===== src/rtl/sample_fetch_if.sv =====
// sample_fetch_if: run request, upstream address handshake, memory read port and output stream
interface sample_fetch_if #(parameter int DATA_W = 16);
  logic start;
  logic [13:0] addr_in;
  logic ack;
  logic [13:0] mem_addr;
  logic mem_rd;
  logic [DATA_W-1:0] mem_rdata;
  logic [DATA_W-1:0] out_data;
  logic out_valid;
  logic out_ready;
  logic out_last;
  logic done;
  modport master(output start, addr_in, mem_rdata, out_ready,
                 input ack, mem_addr, mem_rd, out_data, out_valid, out_last, done);
  modport slave(input start, addr_in, mem_rdata, out_ready,
                output ack, mem_addr, mem_rd, out_data, out_valid, out_last, done);
endinterface


===== src/rtl/sample_fetch.sv =====
// sample_fetch: reads N_SAMPLES words from memory through a 2-entry credit-managed buffer onto a ready/valid stream
module sample_fetch #(
  parameter int DATA_W = 16,
  parameter int N_SAMPLES = 16384
) (
  input logic clk,
  input logic rstx,
  sample_fetch_if.slave bus
);
  typedef enum logic [1:0] {IDLE, RUN, DRAIN, DONE} state_t;
  state_t state;
  logic [14:0] fetch_cnt;
  logic inflight, inflight_last;
  logic [1:0] occ;
  logic [DATA_W-1:0] d0, d1;
  logic l0, l1;
  logic pop, ack, last_rd;
  logic [1:0] slot;
  // slot is where an arriving word lands after this cycle's pop has shifted the buffer
  always_comb begin
    pop = (occ != 2'd0) && bus.out_ready;
    ack = (state == RUN) && (fetch_cnt < 15'(N_SAMPLES)) && ((occ + 2'(inflight) < 2'd2) || pop);
    last_rd = ack && (fetch_cnt == 15'(N_SAMPLES - 1));
    slot = occ - 2'(pop);
  end
  assign bus.ack = ack;
  assign bus.mem_rd = ack;
  assign bus.mem_addr = bus.addr_in;
  assign bus.out_data = d0;
  assign bus.out_valid = occ != 2'd0;
  assign bus.out_last = (occ != 2'd0) && l0;
  assign bus.done = state == DONE;
  always_ff @(posedge clk or negedge rstx)
    if (!rstx) begin
      state <= IDLE;
      fetch_cnt <= '0;
      inflight <= 1'b0;
      inflight_last <= 1'b0;
      occ <= 2'd0;
      d0 <= '0;
      d1 <= '0;
      l0 <= 1'b0;
      l1 <= 1'b0;
    end else begin
      inflight <= ack;
      inflight_last <= last_rd;
      if (ack) fetch_cnt <= fetch_cnt + 15'd1;
      occ <= occ + 2'(inflight) - 2'(pop);
      if (pop) begin
        d0 <= d1;
        l0 <= l1;
      end
      if (inflight && slot == 2'd0) begin
        d0 <= bus.mem_rdata;
        l0 <= inflight_last;
      end
      if (inflight && slot == 2'd1) begin
        d1 <= bus.mem_rdata;
        l1 <= inflight_last;
      end
      unique case (state)
        IDLE: state <= bus.start ? RUN : IDLE;
        RUN: state <= last_rd ? DRAIN : RUN;
        DRAIN: state <= (slot == 2'd0 && !inflight) ? DONE : DRAIN;
        DONE: state <= DONE;
      endcase
    end
endmodule


===== src/flat_wrapper.sv =====
// flat-port wrapper written by rule: the top's interface ports become plain ports
module sample_fetch_flat 
#(
  parameter int DATA_W = 16,
  parameter int N_SAMPLES = 16384
)
  (clk, rstx, bus_start, bus_addr_in, bus_mem_rdata, bus_out_ready, bus_ack, bus_mem_addr, bus_mem_rd, bus_out_data, bus_out_valid, bus_out_last, bus_done);
  sample_fetch_if #(.DATA_W(DATA_W)) bus_i ();
  input logic clk;
  input logic rstx;
  input wire logic [$bits(bus_i.start)-1:0] bus_start;
  input wire logic [$bits(bus_i.addr_in)-1:0] bus_addr_in;
  input wire logic [$bits(bus_i.mem_rdata)-1:0] bus_mem_rdata;
  input wire logic [$bits(bus_i.out_ready)-1:0] bus_out_ready;
  output wire logic [$bits(bus_i.ack)-1:0] bus_ack;
  output wire logic [$bits(bus_i.mem_addr)-1:0] bus_mem_addr;
  output wire logic [$bits(bus_i.mem_rd)-1:0] bus_mem_rd;
  output wire logic [$bits(bus_i.out_data)-1:0] bus_out_data;
  output wire logic [$bits(bus_i.out_valid)-1:0] bus_out_valid;
  output wire logic [$bits(bus_i.out_last)-1:0] bus_out_last;
  output wire logic [$bits(bus_i.done)-1:0] bus_done;
  assign bus_i.start = bus_start;
  assign bus_i.addr_in = bus_addr_in;
  assign bus_i.mem_rdata = bus_mem_rdata;
  assign bus_i.out_ready = bus_out_ready;
  assign bus_ack = bus_i.ack;
  assign bus_mem_addr = bus_i.mem_addr;
  assign bus_mem_rd = bus_i.mem_rd;
  assign bus_out_data = bus_i.out_data;
  assign bus_out_valid = bus_i.out_valid;
  assign bus_out_last = bus_i.out_last;
  assign bus_done = bus_i.done;
  sample_fetch #(.DATA_W(DATA_W), .N_SAMPLES(N_SAMPLES)) u_core (.clk(clk), .rstx(rstx), .bus(bus_i));
endmodule

===== config.mk =====
export PLATFORM = sky130hd
export DESIGN_NAME = sample_fetch_flat
export DESIGN_NICKNAME = d
export VERILOG_FILES = /design/src/rtl/sample_fetch_if.sv /design/src/rtl/sample_fetch.sv /design/src/flat_wrapper.sv
export SDC_FILE = /design/constraint.sdc
export NUM_CORES = 1
export LEC_CHECK = 0
export ABC_AREA = 1
export CAP_MARGIN = 20
export CORE_UTILIZATION = 50
export DETAILED_ROUTE_END_ITERATION = 7
export PLACE_DENSITY = 0.8
export SYNTH_ARGS = -nofsm -noshare
export SYNTH_HDL_FRONTEND = slang
export SYNTH_SLANG_ARGS = --single-unit

===== constraint.sdc =====
create_clock -name clk -period 2.6 [get_ports clk]
set_input_delay 0.39 -clock clk [delete_from_list [all_inputs] [get_ports clk]]
set_output_delay 0.39 -clock clk [all_outputs]
set_load 0.01 [all_outputs]

# After elaboration in Yosys (flattened, before gate mapping)
# Cells that the tools add are included.
dict set report classes {
  n_reduce_logical 14
  n_addsub 4
  n_eq_ne 5
  mux 8
  n_lt_le_gt_ge 2
}
# cell count
set op_table {}
lappend op_table {{2-to-1 mux 16 bit} 2}
lappend op_table {{adder 15 x 1 -> 15 bit, second input constant} 1}
lappend op_table {{equality test 15 x 14 -> 1 bit, second input constant} 1}
lappend op_table {{less-than comparator 15 bit, second input constant} 1}
lappend op_table {{logical AND 1 bit} 8}
lappend op_table {{one-hot mux 2 bit (4 select lines)} 1}
lappend op_table {{equality test 2 x 1 -> 1 bit, second input constant} 2}
lappend op_table {{equality test 2 bit, second input constant} 2}
lappend op_table {{zero test 2 bit} 2}
lappend op_table {{2-to-1 mux 1 bit} 4}
lappend op_table {{nonzero test 2 bit} 2}
lappend op_table {{subtractor 2 x 1 -> 2 bit} 2}
lappend op_table {{adder 2 x 1 -> 2 bit} 1}
lappend op_table {{less-than comparator 2 bit, second input constant} 1}
lappend op_table {{2-to-1 mux 2 bit} 1}
lappend op_table {{zero test 1 bit} 1}
lappend op_table {{logical OR 1 bit} 1}
dict set report totals {
  output_inout_bits 35
  regBits 55
}

# Longest topological paths before layout
dict set report logic_depth {
  word_depth 7
  depth_mapped 9
  mapped_depth_nobuf 8
}

# Worst setup path after synthesis
# No wires, ideal clock.
dict set report synth_timing {
  path_type {reg2reg}
  start {register u_core.occ[1]}
  end {register u_core.l0}
  arrival_time_ns 1.692
  path_buffers 2
  required_time_ns 2.474
  period_less_slack_ns 1.817
  setup_slack_ns 0.783
  path_stages_with_launch 10
  path_cell_list {dfrtp_1 o21ai_4 inv_1 ha_1 nand3_4 buf_6 inv_4 buf_6 o21ai_1 o22ai_1}
}
dict set report synth_between {
  elab_chain_cells 6
  word_cells_on_any_way 7
}
# element line_no
set synth_rtl {}
lappend synth_rtl {{start: declaration} sample_fetch.sv:14} ;# logic [1:0] occ;
lappend synth_rtl {{start signal: assignment} sample_fetch.sv:48} ;# occ <= occ + 2'(inflight) - 2'(pop);
lappend synth_rtl {{nonzero test 2 bit} sample_fetch.sv:21} ;# pop = (occ != 2'd0) && bus.out_ready;
lappend synth_rtl {{logical AND 1 bit} sample_fetch.sv:21}
lappend synth_rtl {{subtractor 2 x 1 -> 2 bit} sample_fetch.sv:24} ;# slot = occ - 2'(pop);
lappend synth_rtl {{zero test 2 bit} sample_fetch.sv:53} ;# if (inflight && slot == 2'd0) begin
lappend synth_rtl {{logical AND 1 bit} sample_fetch.sv:53}
lappend synth_rtl {{2-to-1 mux 1 bit or nonzero test 2 bit (tied branches)} -}
lappend synth_rtl {{end signal: assignment} sample_fetch.sv:51} ;# l0 <= l1;
lappend synth_rtl {{end signal: assignment} sample_fetch.sv:55} ;# l0 <= inflight_last;
lappend synth_rtl {{end: declaration} sample_fetch.sv:16} ;# logic l0, l1;
# Several ways; a longest one is shown, not always the timed one.
# A chain may end at the register's enable or synchronous reset.

# Final worst setup path
dict set report layout_timing {
  start {register u_core.inflight}
  end {output bus_ack}
}
dict set report layout_between {
  elab_chain_cells 4
}
# element line_no
set layout_rtl {}
lappend layout_rtl {{start: declaration} sample_fetch.sv:13} ;# logic inflight, inflight_last;
lappend layout_rtl {{start signal: assignment} sample_fetch.sv:45} ;# inflight <= ack;
lappend layout_rtl {{adder 2 x 1 -> 2 bit} sample_fetch.sv:22} ;# ack = (state == RUN) && (fetch_cnt < 15'(N_SAMPLES)) && ((occ + 2'(inflight) < 2'd2) || pop);
lappend layout_rtl {{less-than comparator 2 bit} sample_fetch.sv:22}
lappend layout_rtl {{logical OR 1 bit} sample_fetch.sv:22}
lappend layout_rtl {{logical AND 1 bit} sample_fetch.sv:22}
lappend layout_rtl {{end: declaration} flat_wrapper.sv:15} ;# output wire logic [$bits(bus_i.ack)-1:0] bus_ack;
# Every way passes these cells.

==> impl_results.md <==
- WP data required: 2.21 ns
- Hold crit path type: primary input to async pin
- Most frequent cells in the layout: 99 x nand2_1, 54 x dfrtp_1, 39 x clkdlybuf4s50_1
- Power share of the clock group: 23.0%
- Max_cap viols: 0
- Post-route minimum period: 2.43 ns
- RR Endpoint: u_core.d1[10]$_DFFE_PN0P_
- Wire per inst: 12.2 um
- Ant diodes: 0
- Post-route ant nets: 0
- Num CTS Buffers: 5
- Setup CP Type: flip-flop to primary output
- Clk_lat worst skew: 0.31 ns
- Avg Cell Area, Syn: 8.50 um^2
- Top-level port count: 69
- Clock slew at reported path FFs: 0.10 ns
- Final setup viols: 0
- Core area: 5570 um^2
- Nets in the synthesized netlist: 383
- Final WS setup: 0.170 ns
- Cell Int Power: 1.47 mW
- # H-tree levels: 2
- Commonest non-fill, non-tap cell in the layout: nand2_1
- Clock sinks: 55
- Critical path endpoint category: primary output
- # fillers: 496
- Worst slew pin tran: 1.05 ns
- Final WL: 5450 um
- Num rows: 27
- Worst Skew: 0.0155 ns
- Status: finished, final reports clean
- Fin nets: 410
- Global route overflow: 0
- Vias: 2213
- Leak: 1.56 nW
- Largest net degree at the start of global routing: 35
- Max-slew violation count: 0
- Comb pwr share: 28.6%
- Sequential share of power: 48.5%
- CTS tree: done
- Library cells used by synthesis: 29
- Setup total negative slack: 0 ns
- Initial antenna violation count: 0
- DIE AREA: 6180 um^2
- Yosys reg bits: 55
- Tcrit/Tclk final: 93.5%
- Worst VDD drop: 0.279 mV
- FF-to-FF path depth: 6
- Vias in the first global route: 2151
- RSZ-0062 raised after global routing: no
- Routability cong.: 0.826
- Hold Vio Cnt, Final: 0
- Share of cells above drive strength 1: 13.1%
- Startpoint Class: flip-flop
- Synth-to-layout area growth: 14.5%
- Post-Syn Area: 2930 um^2
- Pwr/cell area: 639 nW/um^2
- Die Ht: 78.6 um
- Clock buffer depth: 2
- Die X: 78.6 um
- First-pass GRT wire length: 9450 um
- Critical-path maximum fanout: 5
- 1st-iter DRT viols: 172
- Fmax: 411 MHz
- Area of the multi-input gates: 1200 um^2
- Switching Power: 0.679 mW
- DP HPWL: 3870 um
- Drt first pass iters: 4
- Crit path arrival time: 2.04 ns
- Hold_buf cts: 0
- Warnings from Yosys: 0
- DR vias/cell: 4.97
- Starting Density: 52.6%
- Clock root buffer master: clkbuf_8
- Combined flip-flop and latch cell area: 1380 um^2
- Cells after synthesis: 345
- Worst r2r src: u_core.occ[1]$_DFF_PN0_
- Worst reg2reg setup slack: 0.33 ns
- Max-slew headroom: 29.9%
- Global-route usage over all layers: 19.3%
- Dpl ws: 0.0662 ns
- Switching part of the total: 31.7%
- Sequential share of the synthesized area: 46.9%
- # DRC: 0
- Port Buf Inserts: 40
-- power by group through the flow --
stage               combinational, mW  clock [mW]  sequential (mW)
floorplan                       0.325           0             1.08
global placement                0.602           0             1.05
detailed placement              0.619           0             1.06
CTS                             0.621       0.503             1.04
global route                    0.673       0.544             1.05
finish                          0.612       0.492             1.04
-- worst max-delay path by stage --
| stage | from | cells past startpoint | slack (ns) | end |
|---|---|---|---|---|
| 6_report | u_core.inflight$_DFF_PN0_ | 6 | 0.17 | bus_ack |
| 5_1_grt | u_core.inflight$_DFF_PN0_ | 6 | 0.07 | bus_ack |
| 4_1_cts | u_core.inflight$_DFF_PN0_ | 6 | 0.06 | bus_ack |
| 3_5_place_dp | bus_out_ready | 7 | 0.07 | u_core.d1[10]$_DFFE_PN0P_ |
| 3_3_place_gp | bus_out_ready | 7 | 0.15 | u_core.d1[7]$_DFFE_PN0P_ |
| 2_1_floorplan | u_core.occ[1]$_DFF_PN0_ | 9 | 0.78 | u_core.l0$_DFFE_PN0P_ |
-- state kept, by name (all words and copies together), names as in the netlist --
| name | cells |
|---|---|
| u_core.l0 | 1 |
| u_core.inflight_last | 1 |
| u_core.occ | 2 |
| u_core.state | 2 |
| u_core.l1 | 1 |
| u_core.d1 | 16 |
| u_core.bus.out_data | 16 |
| u_core.inflight | 1 |
| u_core.fetch_cnt | 15 |
-- cell type report --
class / count / share of cell area, %
Sequential cell: 55 / 41.0
Multi-Input combinational cell: 227 / 35.7
Timing Repair Buffer: 45 / 13.3
Inverter: 38 / 4.40
Tap cell: 72 / 2.68
Clock buffer: 6 / 2.46
Clock inverter: 2 / 0.484
-- per-stage QoR --
step	instance area (um^2)	instances	hold WS [ns]	total power [mW]	utilization [%]
6_report	3360	445	0.121	2.14	60.2
3_3_place_gp	3240	435	0.460	1.65	58.2
2_1_floorplan	2930	345	0.0944	1.41	-
4_1_cts	3360	445	0.149	2.16	60.2
5_1_grt	3360	445	0.160	2.27	60.2
3_5_place_dp	3240	435	0.462	1.68	58.2
-- cells in the mapped netlist --
cell type / n / area share (%)
o21ai_1: 16 / 2.7
xnor2_1: 3 / 0.90
nand3_4: 1 / 0.60
dfrtp_1: 55 / 47
o21ai_0: 19 / 3.2
nor2_2: 2 / 0.43
nand3b_1: 2 / 0.51
buf_6: 7 / 2.7
nand4_1: 7 / 1.5
nand2_4: 3 / 1.2
xor2_1: 3 / 0.90
o211ai_1: 1 / 0.26
o21ai_4: 1 / 0.55
o21ai_2: 20 / 6.0
inv_1: 35 / 4.5
ha_1: 4 / 1.7
buf_4: 17 / 4.3
nand2_1: 99 / 13
o211ai_4: 1 / 0.72
a21oi_1: 1 / 0.17
nand3_1: 8 / 1.4
nor2_1: 32 / 4.1
o22ai_1: 1 / 0.21
nand3_2: 1 / 0.34
a21oi_2: 1 / 0.30
a21oi_4: 1 / 0.55
inv_2: 1 / 0.13
inv_4: 2 / 0.43
buf_2: 1 / 0.17
-- layer usage --
metal  track usage [%]  vias to the layer above  wire length [um]
met2              33.7                       43              2700
met4              5.56                        0                55
met3              3.37                        8               227
met5                 0                        -                 0
li1                  -                     1136                 -
met1              24.2                     1026              2470
-- kinds of logic after synthesis --
group,Yosys count,synth area share [%]
AND/OR/NAND/NOR,155,22.6
buffers and inverters,63,12.2
AO/OA/AOI/OAI,62,14.7
flip-flops,55,46.9
XOR/XNOR,6,1.79
adder cells (fa/ha/maj),4,1.71
-- what timing repair did --
item,in CTS,in global routing
pin swaps,1,0
gates resized for setup,0,1
setup endpoints to repair,2,2
buffers inserted,2,0
-- critical path, cell delays in order (launching register included) --
cell             delay (ns)
dfrtp_2                0.44
ha_1                   0.24
inv_1                  0.06
nand2_1                0.09
nand2_4                0.07
a21oi_4                0.26
clkdlybuf4s50_1        0.59
Note: power is estimated with default switching activity, not from simulation.
